`config.mk`:
```
export PLATFORM = sky130hd
export DESIGN_NAME = mult_block_buffer
export DESIGN_NICKNAME = d
export VERILOG_FILES = /design/src/rtl/mult_buf_pkg.sv /design/src/rtl/mult_buf_mult_unit.sv /design/src/rtl/mult_block_buffer.sv
export SDC_FILE = /design/constraint.sdc
export NUM_CORES = 1
export LEC_CHECK = 0
export CORE_ASPECT_RATIO = 1.4
export CORE_MARGIN = 3
export CORE_UTILIZATION = 60
export DETAILED_ROUTE_END_ITERATION = 16
export PLACE_DENSITY = 0.82
export SLEW_MARGIN = 40
export SYNTH_ARGS = -nofsm -noshare
export SYNTH_HDL_FRONTEND = slang
export SYNTH_SLANG_ARGS = --single-unit
export TNS_END_PERCENT = 5
```
`constraint.sdc`:
```
create_clock -name clk -period 11.98 [get_ports clk]
set_input_delay 3.594 -clock clk [delete_from_list [all_inputs] [get_ports clk]]
set_output_delay 3.594 -clock clk [all_outputs]
set_load 0.1 [all_outputs]
```
`src/rtl/mult_buf_pkg.sv`:
```
`default_nettype none
// ============================================================================
// Module      : mult_buf_pkg
// Description : Shared types for the multiply-then-block-read buffer.
//               Holds the controller state encoding.
// Revision    : 1.0 - initial parametrised release
// ============================================================================
package mult_buf_pkg;

  localparam int c_STATE_W = 3;

  typedef enum logic [c_STATE_W-1:0] {
    ST_IDLE  = 3'd0,
    ST_FILL  = 3'd1,
    ST_FULL  = 3'd2,
    ST_READ  = 3'd3,
    ST_DRAIN = 3'd4
  } state_t;

endpackage
`default_nettype wire

```
`src/rtl/mult_buf_mult_unit.sv`:
```
`default_nettype none
// ============================================================================
// Module      : mult_unit
// Description : Combinational IN_WIDTH x IN_WIDTH multiplier, signed or
//               unsigned, with the 2*IN_WIDTH product extended to WIDTH.
// Ports       : a, b      - operands
//               is_signed - 1 = two's-complement operands
//               product   - extended product (WIDTH bits)
// Revision    : 1.0 - initial parametrised release
// ============================================================================
module mult_unit #(
  parameter int IN_WIDTH = 16,
  parameter int WIDTH    = 32
) (
  input  logic [IN_WIDTH-1:0] a,
  input  logic [IN_WIDTH-1:0] b,
  input  logic                is_signed,
  output logic [WIDTH-1:0]    product
);

  localparam int c_PW = 2 * IN_WIDTH;

  logic [c_PW-1:0] w_ax;
  logic [c_PW-1:0] w_bx;
  logic [c_PW-1:0] w_prod;

  // Extending both operands to the full product width first lets a single
  // unsigned multiplier serve both modes: modulo 2**c_PW the product of the
  // sign-extended operands equals the true signed product.
  assign w_ax   = is_signed ? {{IN_WIDTH{a[IN_WIDTH-1]}}, a} : {{IN_WIDTH{1'b0}}, a};
  assign w_bx   = is_signed ? {{IN_WIDTH{b[IN_WIDTH-1]}}, b} : {{IN_WIDTH{1'b0}}, b};
  assign w_prod = w_ax * w_bx;

  generate
    if (WIDTH > c_PW) begin : g_ext
      assign product = {{(WIDTH-c_PW){is_signed & w_prod[c_PW-1]}}, w_prod};
    end else begin : g_exact
      assign product = w_prod[WIDTH-1:0];
    end
  endgenerate

endmodule
`default_nettype wire

```
`src/rtl/mult_block_buffer.sv`:
```
`default_nettype none
// ============================================================================
// Module      : mult_block_buffer
// Description : Accepts operand pairs, writes each product (or running sum)
//               to an external single-port memory, and once cfg_len+1
//               entries are written streams them back on request.
// Ports       : clk, rst (async, active low)
//               cfg_len/cfg_signed/cfg_accum - block config, latched on the
//                                              first accepted operand
//               abort                        - synchronous cancel
//               EN_mult/RDY_mult/mult_input* - operand handshake
//               EN_writeMem/writeMem_*       - memory write port
//               RDY_blockRead/EN_blockRead   - read-out handshake
//               EN_readMem/readMem_*         - memory read port
//               VALID_memVal/memVal_data     - streamed words
//               blk_done                     - pulse with the last word
// Revision    : 1.0 - initial parametrised release
// ============================================================================
module mult_block_buffer
  import mult_buf_pkg::*;
#(
  parameter int IN_WIDTH = 16,
  parameter int WIDTH    = 32,
  parameter int LOGDEPTH = 6
) (
  input  logic                clk,
  input  logic                rst,
  input  logic [LOGDEPTH-1:0] cfg_len,
  input  logic                cfg_signed,
  input  logic                cfg_accum,
  input  logic                abort,
  input  logic                EN_mult,
  output logic                RDY_mult,
  input  logic [IN_WIDTH-1:0] mult_input0,
  input  logic [IN_WIDTH-1:0] mult_input1,
  output logic                EN_writeMem,
  output logic [LOGDEPTH-1:0] writeMem_addr,
  output logic [WIDTH-1:0]    writeMem_val,
  output logic                RDY_blockRead,
  input  logic                EN_blockRead,
  output logic                EN_readMem,
  output logic [LOGDEPTH-1:0] readMem_addr,
  input  logic [WIDTH-1:0]    readMem_val,
  output logic                VALID_memVal,
  output logic [WIDTH-1:0]    memVal_data,
  output logic                blk_done
);

  state_t r_state, w_next_state;

  logic [LOGDEPTH-1:0] r_len, r_wr_cnt, r_rd_cnt;
  logic                r_signed, r_accum;
  logic [WIDTH-1:0]    r_acc;
  logic                r_rdy_mult, r_rdy_blockread;
  logic                r_en_wr, r_en_rd, r_valid, r_blk_done;
  logic [LOGDEPTH-1:0] r_wr_addr, r_rd_addr;
  logic [WIDTH-1:0]    r_wr_val;

  logic                w_in_idle, w_accept, w_issue, w_last_wr, w_last_rd;
  logic                w_signed, w_accum;
  logic [LOGDEPTH-1:0] w_wr_addr, w_rd_addr;
  logic [WIDTH-1:0]    w_prod, w_base, w_sum;

  // In IDLE the configuration has not been latched yet, so the first operand
  // uses the live cfg_* inputs and starts from a clean count/accumulator.
  assign w_in_idle = (r_state == ST_IDLE);
  assign w_accept  = EN_mult && r_rdy_mult;
  assign w_signed  = w_in_idle ? cfg_signed : r_signed;
  assign w_accum   = w_in_idle ? cfg_accum  : r_accum;
  assign w_wr_addr = w_in_idle ? '0 : r_wr_cnt;
  assign w_last_wr = w_in_idle ? (cfg_len == '0) : (r_wr_cnt == r_len);
  assign w_base    = w_in_idle ? '0 : r_acc;
  assign w_sum     = w_base + w_prod;

  // The request seen in FULL issues address 0 straight away, so the first
  // memory read lands on the cycle after the last write.
  assign w_issue   = EN_blockRead && ((r_state == ST_FULL) || (r_state == ST_READ));
  assign w_rd_addr = (r_state == ST_FULL) ? '0 : r_rd_cnt;
  assign w_last_rd = (w_rd_addr == r_len);

  mult_unit #(
    .IN_WIDTH (IN_WIDTH),
    .WIDTH    (WIDTH)
  ) u_mult (
    .a         (mult_input0),
    .b         (mult_input1),
    .is_signed (w_signed),
    .product   (w_prod)
  );

  always_ff @(posedge clk or negedge rst) begin
    if (!rst) r_state <= ST_IDLE;
    else      r_state <= w_next_state;
  end

  always_comb begin
    w_next_state = r_state;
    if (abort) begin
      w_next_state = ST_IDLE;
    end else begin
      case (r_state)
        ST_IDLE:  if (w_accept) w_next_state = w_last_wr ? ST_FULL : ST_FILL;
        ST_FILL:  if (w_accept && w_last_wr) w_next_state = ST_FULL;
        ST_FULL:  if (EN_blockRead) w_next_state = w_last_rd ? ST_DRAIN : ST_READ;
        ST_READ:  if (EN_blockRead && w_last_rd) w_next_state = ST_DRAIN;
        ST_DRAIN: w_next_state = ST_IDLE;
        default:  w_next_state = ST_IDLE;
      endcase
    end
  end

  always_ff @(posedge clk or negedge rst) begin
    if (!rst) begin
      r_len           <= '0;
      r_signed        <= 1'b0;
      r_accum         <= 1'b0;
      r_wr_cnt        <= '0;
      r_rd_cnt        <= '0;
      r_acc           <= '0;
      r_rdy_mult      <= 1'b0;
      r_rdy_blockread <= 1'b0;
      r_en_wr         <= 1'b0;
      r_wr_addr       <= '0;
      r_wr_val        <= '0;
      r_en_rd         <= 1'b0;
      r_rd_addr       <= '0;
      r_valid         <= 1'b0;
      r_blk_done      <= 1'b0;
    end else begin
      // Ready flags follow the state being entered so they are valid the
      // same cycle that state becomes current.
      r_rdy_mult      <= (w_next_state == ST_IDLE) || (w_next_state == ST_FILL);
      r_rdy_blockread <= (w_next_state == ST_FULL);
      r_en_wr         <= w_accept && !abort;
      r_en_rd         <= w_issue && !abort;
      // An in-flight read is dropped by abort rather than reported.
      r_valid         <= r_en_rd && !abort;
      r_blk_done      <= (r_state == ST_DRAIN) && !abort;

      if (abort) begin
        r_wr_cnt <= '0;
        r_rd_cnt <= '0;
        r_acc    <= '0;
      end else begin
        if (w_accept) begin
          if (w_in_idle) begin
            r_len    <= cfg_len;
            r_signed <= cfg_signed;
            r_accum  <= cfg_accum;
          end
          r_wr_cnt  <= w_wr_addr + LOGDEPTH'(1);
          r_acc     <= w_sum;
          r_wr_addr <= w_wr_addr;
          r_wr_val  <= w_accum ? w_sum : w_prod;
        end
        if (w_issue) begin
          r_rd_cnt  <= w_rd_addr + LOGDEPTH'(1);
          r_rd_addr <= w_rd_addr;
        end
      end
    end
  end

  assign RDY_mult      = r_rdy_mult;
  assign RDY_blockRead = r_rdy_blockread;
  assign EN_writeMem   = r_en_wr;
  assign writeMem_addr = r_wr_addr;
  assign writeMem_val  = r_wr_val;
  assign EN_readMem    = r_en_rd;
  assign readMem_addr  = r_rd_addr;
  assign VALID_memVal  = r_valid;
  assign memVal_data   = readMem_val;
  assign blk_done      = r_blk_done;

endmodule
`default_nettype wire

```
==> results of run 1 <==
## registers in the layout, indices dropped and copies added (netlist names)
register / cells
r_signed: 1
readMem_addr: 6
EN_writeMem: 1
r_acc: 32
r_accum: 1
EN_readMem: 1
r_state: 3
r_wr_cnt: 6
r_rd_cnt: 6
writeMem_val: 32
VALID_memVal: 1
blk_done: 1
writeMem_addr: 6
r_len: 6
RDY_blockRead: 1
RDY_mult: 1
## stage by stage
step	utilization, %	area [um2]	hold slack [ns]
6_report	72.17	22940	0.4681
3_3_place_gp	69.85	22210	0.4527
4_1_cts	70.65	22460	0.4757
3_5_place_dp	69.08	21960	0.4595
5_1_grt	72.17	22940	0.5013
2_1_floorplan	-	19460	0.4686
## final timing paths
kind | start | endpoint | slack [ns] | cells past startpoint
min | readMem_addr[3]$_DFFE_PN0P_ | readMem_addr[3]$_DFFE_PN0P_ | 0.47 | 2
max | mult_input1[6] | writeMem_val[31]$_DFFE_PN0P_ | 0.03 | 35
min in group asynchronous | rst | r_acc[0]$_DFFE_PN0P_ | 3.18 | 1
max in group asynchronous | rst | readMem_addr[0]$_DFFE_PN0P_ | 7.80 | 2
max reg2reg | r_state[1]$_DFF_PN0_ | writeMem_val[31]$_DFFE_PN0P_ | 2.12 | 35
min reg2reg | readMem_addr[3]$_DFFE_PN0P_ | readMem_addr[3]$_DFFE_PN0P_ | 0.47 | 2
## Yosys cell counts (10+ instances only)
library cell  instances  area, um2
inv_1               382       1434
fa_1                337       6746
nor2b_1              13      81.33
a21o_1               36      270.3
and2_1              193       1207
xnor2_1              72      630.6
a21oi_1             105      525.5
clkbuf_1             81      304.0
mux2_2               10      112.6
xor2_1               37      324.1
nor3_1               12      60.06
dfrtp_1             105       2628
nand2_1             282       1059
ha_1                158       1977
buf_4                32      240.2
o21ai_1              18      90.09
nor2_1               86      322.8
o21a_1               11      82.58
o21ai_0              37      185.2
nand4_1              10      62.56
nand3_1              24      120.1
and3_1               10      62.56
nand2b_1             17      106.4
a31oi_1              21      131.4
## layer usage
metal,vias up,part of all wire (%),GRT usage (%)
li1,7209,-,-
met1,7996,37,37.70
met2,680,52,54.82
met3,210,5.5,3.926
met4,0,5.4,14.61
met5,-,0,0
## layout make-up
cell class                 count  area [um2]
clock inverter                 4       28.78
multi-input combinational   1569       15240
sequential                   105        2628
clock buffer                  12       246.5
fill                        2238        8848
tap                          395       494.2
inverter                     384        1444
timing repair buffer         365        2861
## cell families (layout without fill, tap and decap cells)
group,after synthesis,after routing,synth area share (%)
flip-flops,105,105,13.50
AND/OR/NAND/NOR,673,673,16.80
AO/OA/AOI/OAI,279,279,8.827
multiplexers,12,12,0.6815
XOR/XNOR,110,110,4.989
buffers and inverters,504,765,10.38
adder cells (fa/ha/maj),495,495,44.82
## critical path: cells and delay by family
kind / cells / cell delay (ns)
simple gates: 5 / 0.76
compound gates: 8 / 1.49
buf+inv: 9 / 1.15
fa+ha+maj: 10 / 4.60
xor+xnor: 3 / 0.59
## timing repair
action,CTS,global route
endpoints found under the setup margin,18,23
pin swaps,43,79
cloned,1,0
buffers inserted,12,18
resized for setup,55,84
hold endpoints to repair,0,0
==> metrics.md, run 1 <==
| Metric | Value |
|---|---|
| Outcome | `completed` |
| Sequential share of the synthesized area | `13.50%` |
| Clock sinks | `105` |
| Final Hold Violating Endpoints | `0` |
| Final Non-Filler Cells | `2834` |
| Post-synthesis cell type count | `65` |
| Place WS | `-0.8236 ns` |
| Async SR Flop Fraction | `100.0%` |
| DRC | `0` |
| ANT cells | `0` |
| Most common cell after layout, fill and taps aside | `inv_1` |
| Max-slew violations | `0` |
| Final GP Congestion | `0.9678` |
| DRT iter0 DRCs | `1155` |
| Critical path data arrival time | `12.19 ns` |
| Inst Count DP | `2789` |
| Mean Syn Cell Area | `8.935 um2` |
| Minimum clock period | `11.95 ns` |
| Worst Setup End Kind | `register` |
| Vias | `16100` |
| Core box area | `0.03179 mm2` |
| IO Count | `159` |
| Critical Path Source Type | `primary input` |
| Max Cap Viol | `0` |
| CTS H-tree lvls | `3` |
| Mapped Area | `0.01946 mm2` |
| Actual slew at the worst max-slew pin | `0.7081 ns` |
| # setup viols final | `0` |
| Clock-pin slew on the worst setup and hold paths | `0.07 ns` |
| First-pass GRT wire length | `85970 um` |
| Routed vias/inst | `5.679` |
| DR WL/cell | `18.60 um` |
| Crit-path slowest cell | `fa_1` |
| Post-DP HPWL | `42270 um` |
| Warnings, synthesis | `0` |
| TritonCTS clock tree | `done` |
| FP Rows | `77` |
| Starting Density | `61.21%` |
| Synth Register Bits | `105` |
| Drt pass-1 iters | `6` |
| Maximum fanout along the worst path | `5` |
| Post-synth EDFFs | `0` |
| Primary FF master, synth | `dfrtp_1` |
| Slew margin rel. | `52.50%` |
| Die W | `158.2 um` |
| Area Growth Syn to Fin | `17.90%` |
| Vias in the first global route | `17840` |
| Die Y | `219.1 um` |
| TNS Setup | `0 ns` |
| CTS Buffer Depth | `2` |
| Synth Net Count | `2750` |
| Final WL | `52710 um` |
| Nets@finish | `3006` |
| Most frequent CP cell | `fa_1` |
| Root Buffer | `clkbuf_16` |
| Worst hold path class | `reg -> reg` |
| Share of layout cells above drive strength 1 | `18.57%` |
| Peak per-stage delay on the critical path | `0.56 ns` |
| Clock latency on the worst-skew pair | `0.37 ns` |
| PortBufs | `94` |
| Setup repair after global routing missed its margin | `yes` |
| Pin count of the biggest net entering global routing | `72` |
| Die ar. | `0.03466 mm2` |
| Total track usage | `31.13%` |
| Setup Skew | `0.009713 ns` |
| Critical path type | `in -> reg` |
| Setup ws final | `0.02719 ns` |
| Cts hold-fix bufs | `0` |
| Most frequent cells in the layout | `inv_1 (365), fa_1 (327), nand2_1 (273)` |
| GRT Residual Overflow | `0` |
| TritonCTS Buffers | `9` |
| Synth Instances | `2178` |
| Routed Antenna Nets | `0` |
| Initial antenna violation count | `0` |
| Req. time, crit path | `12.22 ns` |
| F_max | `0.08366 GHz` |
| Period utilisation layout | `99.77%` |
Power of run 1 is left out: the tool's default activity adds up to more than one toggle a clock period on the data nets, which glitch-free logic cannot reach.
==> inputs of run 2 (changes only) <==
ABC_AREA = 1   (was not set)
REMOVE_ABC_BUFFERS = 1   (was not set)
SYNTH_HIERARCHICAL = 1   (was not set)
==> run 2 against run 1 <==
Via count up 13%. Clock skew about the same. Sequential share of layout area down 0.26 points. Flip-flop and latch count unchanged. Highest routed layer unchanged. Non-clock buffer count down 88. Global-route usage up 0.73 points.
==> metrics.md, run 2 <==
| Metric | Value |
|---|---|
| # setup viols final | `0` |
| DRC | `0` |
| Max Cap Viol | `0` |
| Minimum clock period | `11.59 ns` |
| Post-synth EDFFs | `0` |
| Vias | `18170` |
| Hold depth | `2` |
| GRT Residual Overflow | `0` |
| Setup repair after global routing missed its margin | `yes` |
| DR WL/cell | `16.34 um` |
| Most frequent CP cell | `fa_1` |
| Period utilisation layout | `96.77%` |
| FP Rows | `80` |
| Maximum fanout along the worst path | `8` |
| Peak per-stage delay on the critical path | `0.54 ns` |
| Critical Path Source | `cfg_signed` |
| Primary FF master, synth | `dfrtp_1` |
| Synth Register Bits | `105` |
| Post-synthesis cell type count | `44` |
| Root Buffer | `clkbuf_16` |
| CTS Buffer Depth | `2` |
| Max-slew violations | `0` |
| CTS H-tree lvls | `3` |
| First-pass GRT wire length | `93830 um` |
| Routed Antenna Nets | `0` |
| Final GP Congestion | `1.017` |
| Die Y | `227.5 um` |
| Vias in the first global route | `19260` |
| Clock sinks | `105` |
| Synth area leaders | `fa_1 (32%), nand2_1 (14%), inv_1 (13%)` |
| Hold EP | `writeMem_val[22]$_DFFE_PN0P_` |
| Post-DP HPWL | `48830 um` |
| TritonCTS Buffers | `9` |
| Initial antenna violation count | `0` |
| R2r endpoint | `r_acc[30]$_DFFE_PN0P_` |
| Nets@finish | `3596` |
| Total track usage | `31.85%` |
| Post-synth top area cell | `fa_1` |
| TritonCTS clock tree | `done` |
| Mapped Area | `0.02103 mm2` |
| Drt pass-1 iters | `5` |
| PortBufs | `94` |
| Cts hold-fix bufs | `0` |
| F_max | `0.08626 GHz` |
| Cell area after layout | `0.02348 mm2` |
| Final WL | `56820 um` |
| ANT cells | `0` |
| IO Count | `159` |
| Most common cell in the synthesized netlist | `nand2_1` |
| Most frequent cells in the layout | `nand2_1 (786), inv_1 (740), fa_1 (334)` |
| Area post-placement | `0.02299 mm2` |
| Mean Syn Cell Area | `7.345 um2` |
| Worst hold path class | `reg -> reg` |
| Die W | `164.2 um` |
| Fillers | `2840` |
| Clock-pin slew on the worst setup and hold paths | `0.07 ns` |
| RR Startpoint | `r_state[1]$_DFF_PN0_` |
| Clock latency on the worst-skew pair | `0.37 ns` |
| Top cells by count, synth | `nand2_1 (796), inv_1 (745), fa_1 (334)` |
| Routed vias/inst | `5.224` |
| R2R setup slack | `2.72 ns` |
| Core box area | `0.03433 mm2` |
| Crit-path slowest cell | `fa_1` |
| DRT iter0 DRCs | `999` |
| Yosys top cell area share | `31.80%` |
| Most common cell after layout, fill and taps aside | `nand2_1` |
| R2r worst-path depth | `45` |
| Final Hold Violating Endpoints | `0` |
| Critical path type | `in -> reg` |
| Async SR Flop Fraction | `100.0%` |
| Critical path data arrival time | `11.84 ns` |
| Setup Skew | `0.009982 ns` |
| Hold Crit Start | `writeMem_val[22]$_DFFE_PN0P_` |
| Outcome | `completed` |
| Starting Density | `61.25%` |
| Req. time, crit path | `12.22 ns` |
| Share of layout cells above drive strength 1 | `10.47%` |
| Pin count of the biggest net entering global routing | `75` |
| Synth Instances | `2863` |
| Warnings, synthesis | `6` |
| Critical Path Source Type | `primary input` |
| Area Growth Syn to Fin | `11.65%` |
| Worst Setup End Kind | `register` |
| Sequential share of the synthesized area | `12.50%` |
| Slew margin rel. | `52.08%` |
| Die ar. | `0.03736 mm2` |
| Actual slew at the worst max-slew pin | `0.7165 ns` |
[run 2: cell count changes in the layout (fill, tap and decap cells not counted), sizes merged, moves of 39 or more]
cell / delta
nand2: +528
inv: +364
and2: -189
buf: -89
nand3: +79
nor2: +62
xnor2: -48
o21ai: +47
a21oi: -39
[run 2: cells by family after synthesis]
| logic type | Yosys count | share of synthesized area [%] |
|---|---|---|
| buffers and inverters | 877 | 16.51 |
| AO/OA/AOI/OAI | 210 | 5.456 |
| adder cells (fa/ha/maj) | 496 | 41.44 |
| AND/OR/NAND/NOR | 1114 | 21.56 |
| flip-flops | 105 | 12.50 |
| XOR/XNOR | 61 | 2.541 |
[run 2: what timing repair did]
item,CTS,global route
gates resized for setup,0,39
setup endpoints to repair,0,24
hold endpoints to repair,0,0
buffers inserted,0,6
[run 2: routing by layer]
layer	share of wire (%)	vias to the layer above	GRT usage, %
met2	51	615	57.59
met3	5.5	145	4.241
met4	4.9	0	14.61
met5	0	-	1.429
met1	38	8758	37.32
li1	-	8651	-
[run 2: layout make-up]
cell class | count | area (um2) | area share (%)
clock buffer | 10 | 229.0 | 0.9753
clock inverter | 5 | 57.56 | 0.2452
inverter | 749 | 2819 | 12.01
multi-input combinational | 1881 | 15090 | 64.27
sequential | 105 | 2628 | 11.19
tap | 451 | 564.3 | 2.404
timing repair buffer | 277 | 2091 | 8.905
[run 2: through the flow]
| step | hold WS (ns) | instances | setup TNS (ns) | utilization (%) | setup WS [ns] |
|---|---|---|---|---|---|
| 3_5_place_dp | 0.4614 | 3457 | -2.903 | 66.96 | -0.2770 |
| 3_3_place_gp | 0.4614 | 3457 | -0.6234 | 67.67 | -0.2001 |
| 4_1_cts | 0.4795 | 3472 | 0 | 67.79 | 0.1106 |
| 5_1_grt | 0.4994 | 3478 | -0.3302 | 68.38 | -0.06987 |
| 2_1_floorplan | 0.4457 | 2735 | -0.05685 | - | -0.03166 |
| 6_report | 0.4751 | 3478 | 0 | 68.38 | 0.3870 |
[run 2: worst max-delay path by stage]
stage,to,cells after the start
CTS,writeMem_val[25]$_DFFE_PN0P_,40
global placement,writeMem_val[25]$_DFFE_PN0P_,40
detailed placement,writeMem_val[25]$_DFFE_PN0P_,40
finish,r_acc[30]$_DFFE_PN0P_,39
global route,writeMem_val[27]$_DFFE_PN0P_,45
floorplan,r_acc[30]$_DFFE_PN0P_,36
[run 2: worst max-delay path, delay by kind of cell]
| family | cells | cell delay (ns) |
|---|---|---|
| xor gates and xnor gates | 1 | 0.22 |
| buffers and inverters | 10 | 1.39 |
| and+or+nand+nor | 11 | 0.93 |
| AOI/OAI and AO/OA | 7 | 1.04 |
| adders and majority gates | 10 | 4.63 |
Power of run 2 is left out for the same reason.
==> inputs of run 3 (changes only) <==
GPL_TIMING_DRIVEN = 0   (was not set)
==> run 3 against run 2 <==
Utilization decreased by 2.5 points. Die area unchanged. Register-to-register slack got worse by 0.12 ns. Critical path type unchanged. Largest cell class unchanged. Global-route usage decreased by 1.8 points.
==> metrics.md, run 3 (synthesized netlist as in run 2, its figures left out) <==
| Metric | Value |
|---|---|
| Post-DP HPWL | `45310 um` |
| Outcome | `completed` |
| Worst hold path class | `reg -> reg` |
| DRT iter0 DRCs | `1149` |
| Period utilisation layout | `96.68%` |
| Critical path type | `in -> reg` |
| Actual slew at the worst max-slew pin | `0.8732 ns` |
| Peak per-stage delay on the critical path | `1.04 ns` |
| Root Buffer | `clkbuf_16` |
| Crit-path slowest cell | `clkdlybuf4s50_1` |
| TNS Setup | `0 ns` |
| CTS Buffer Depth | `2` |
| Most frequent cells in the layout | `nand2_1 (780), inv_1 (735), fa_1 (332)` |
| Vias in the first global route | `18500` |
| Die ar. | `0.03736 mm2` |
| Hold Crit Start | `writeMem_val[27]$_DFFE_PN0P_` |
| Nets@finish | `3440` |
| Most common cell after layout, fill and taps aside | `nand2_1` |
| Clock-pin slew on the worst setup and hold paths | `0.07 ns` |
| Most frequent CP cell | `nand2_1` |
| Critical Path Source Type | `primary input` |
| Die Y | `227.5 um` |
| Final Hold Violating Endpoints | `0` |
| Clock sinks | `105` |
| FP Rows | `80` |
| Final GP Congestion | `0.9203` |
| GRT Residual Overflow | `0` |
| Worst Setup End Kind | `register` |
| Drt pass-1 iters | `6` |
| Cts hold-fix bufs | `0` |
| TritonCTS Buffers | `9` |
| Final WL | `54260 um` |
| IO Count | `159` |
| Clock latency on the worst-skew pair | `0.37 ns` |
| Minimum clock period | `11.58 ns` |
| Area Growth Syn to Fin | `7.611%` |
| RR Startpoint | `r_state[0]$_DFF_PN0_` |
| PortBufs | `94` |
| Vias | `17530` |
| First-pass GRT wire length | `89510 um` |
| Max Cap Viol | `0` |
| Core box area | `0.03433 mm2` |
| TritonCTS clock tree | `done` |
| Share of layout cells above drive strength 1 | `7.347%` |
| CTS H-tree lvls | `3` |
| Maximum fanout along the worst path | `17` |
| Pin count of the biggest net entering global routing | `75` |
| DRC | `0` |
| Starting Density | `61.25%` |
| Total track usage | `30.06%` |
| Initial antenna violation count | `0` |
| F_max | `0.08634 GHz` |
| Req. time, crit path | `12.24 ns` |
| Setup Skew | `0.008579 ns` |
| Max-slew violations | `0` |
| Routed vias/inst | `5.277` |
| Routed Antenna Nets | `0` |
| ANT cells | `0` |
| DR WL/cell | `16.33 um` |
| Critical path data arrival time | `11.84 ns` |
| # setup viols final | `0` |
| Slew margin rel. | `41.61%` |
| Die W | `164.2 um` |
| Critical Path Source | `mult_input0[10]` |
## run 3: worst paths after layout
kind                                                      to  slack [ns]  cells past startpoint
worst min register to register  writeMem_val[27]$_DFFE_PN0P_        0.48                      2
worst max-delay path            writeMem_val[30]$_DFFE_PN0P_        0.40                     38
worst max register to register  writeMem_val[31]$_DFFE_PN0P_        2.60                     39
max in group asynchronous               r_len[0]$_DFFE_PN0P_        8.26                      2
worst min-delay path            writeMem_val[27]$_DFFE_PN0P_        0.48                      2
min in group asynchronous               r_acc[6]$_DFFE_PN0P_        3.08                      1
## run 3: final cells by class
class	instances	area [um2]
Fill cell	2872	11710
Sequential cell	105	2628
Tap cell	451	564.3
Timing Repair Buffer	121	960.9
Inverter	749	2825
Clock inverter	6	90.09
Multi-Input combinational cell	1881	15330
Clock buffer	10	229.0
## run 3: per-stage QoR
stage | hold WS [ns] | area, um2 | setup slack, ns | utilization, % | cells
final | 0.4763 | 22630 | 0.3980 | 65.91 | 3323
after floorplan | 0.4457 | 20370 | -0.03166 | - | 2735
after detailed placement | 0.4614 | 21780 | -1.810 | 63.44 | 3288
after global routing | 0.4902 | 22630 | -0.04250 | 65.91 | 3323
after CTS | 0.4803 | 22330 | -0.002736 | 65.04 | 3312
after global placement | 0.4598 | 21870 | -3.247 | 63.71 | 3280
## run 3: worst max-delay path: cells and delay by family
kind | cells | cell delay [ns]
compound gates | 1 | 0.14
xor+xnor | 1 | 0.28
buf+inv | 8 | 1.52
simple gates | 18 | 1.69
fa+ha+maj | 10 | 4.62
## run 3: layer usage
layer / track usage [%] / wire (um) / share of wire, %
met5: 1.429 / 73 / 0.13
met4: 11.82 / 2077 / 3.8
met3: 4.059 / 2948 / 5.4
met2: 53.41 / 27630 / 51
met1: 36.87 / 21520 / 40
## run 3: repair_timing
item | in CTS | in global routing
gates resized for setup | 39 | 60
endpoints found under the setup margin | 24 | 23
pin swaps | 9 | 23
setup buffers | 8 | 11
Power of run 3 is left out for the same reason.
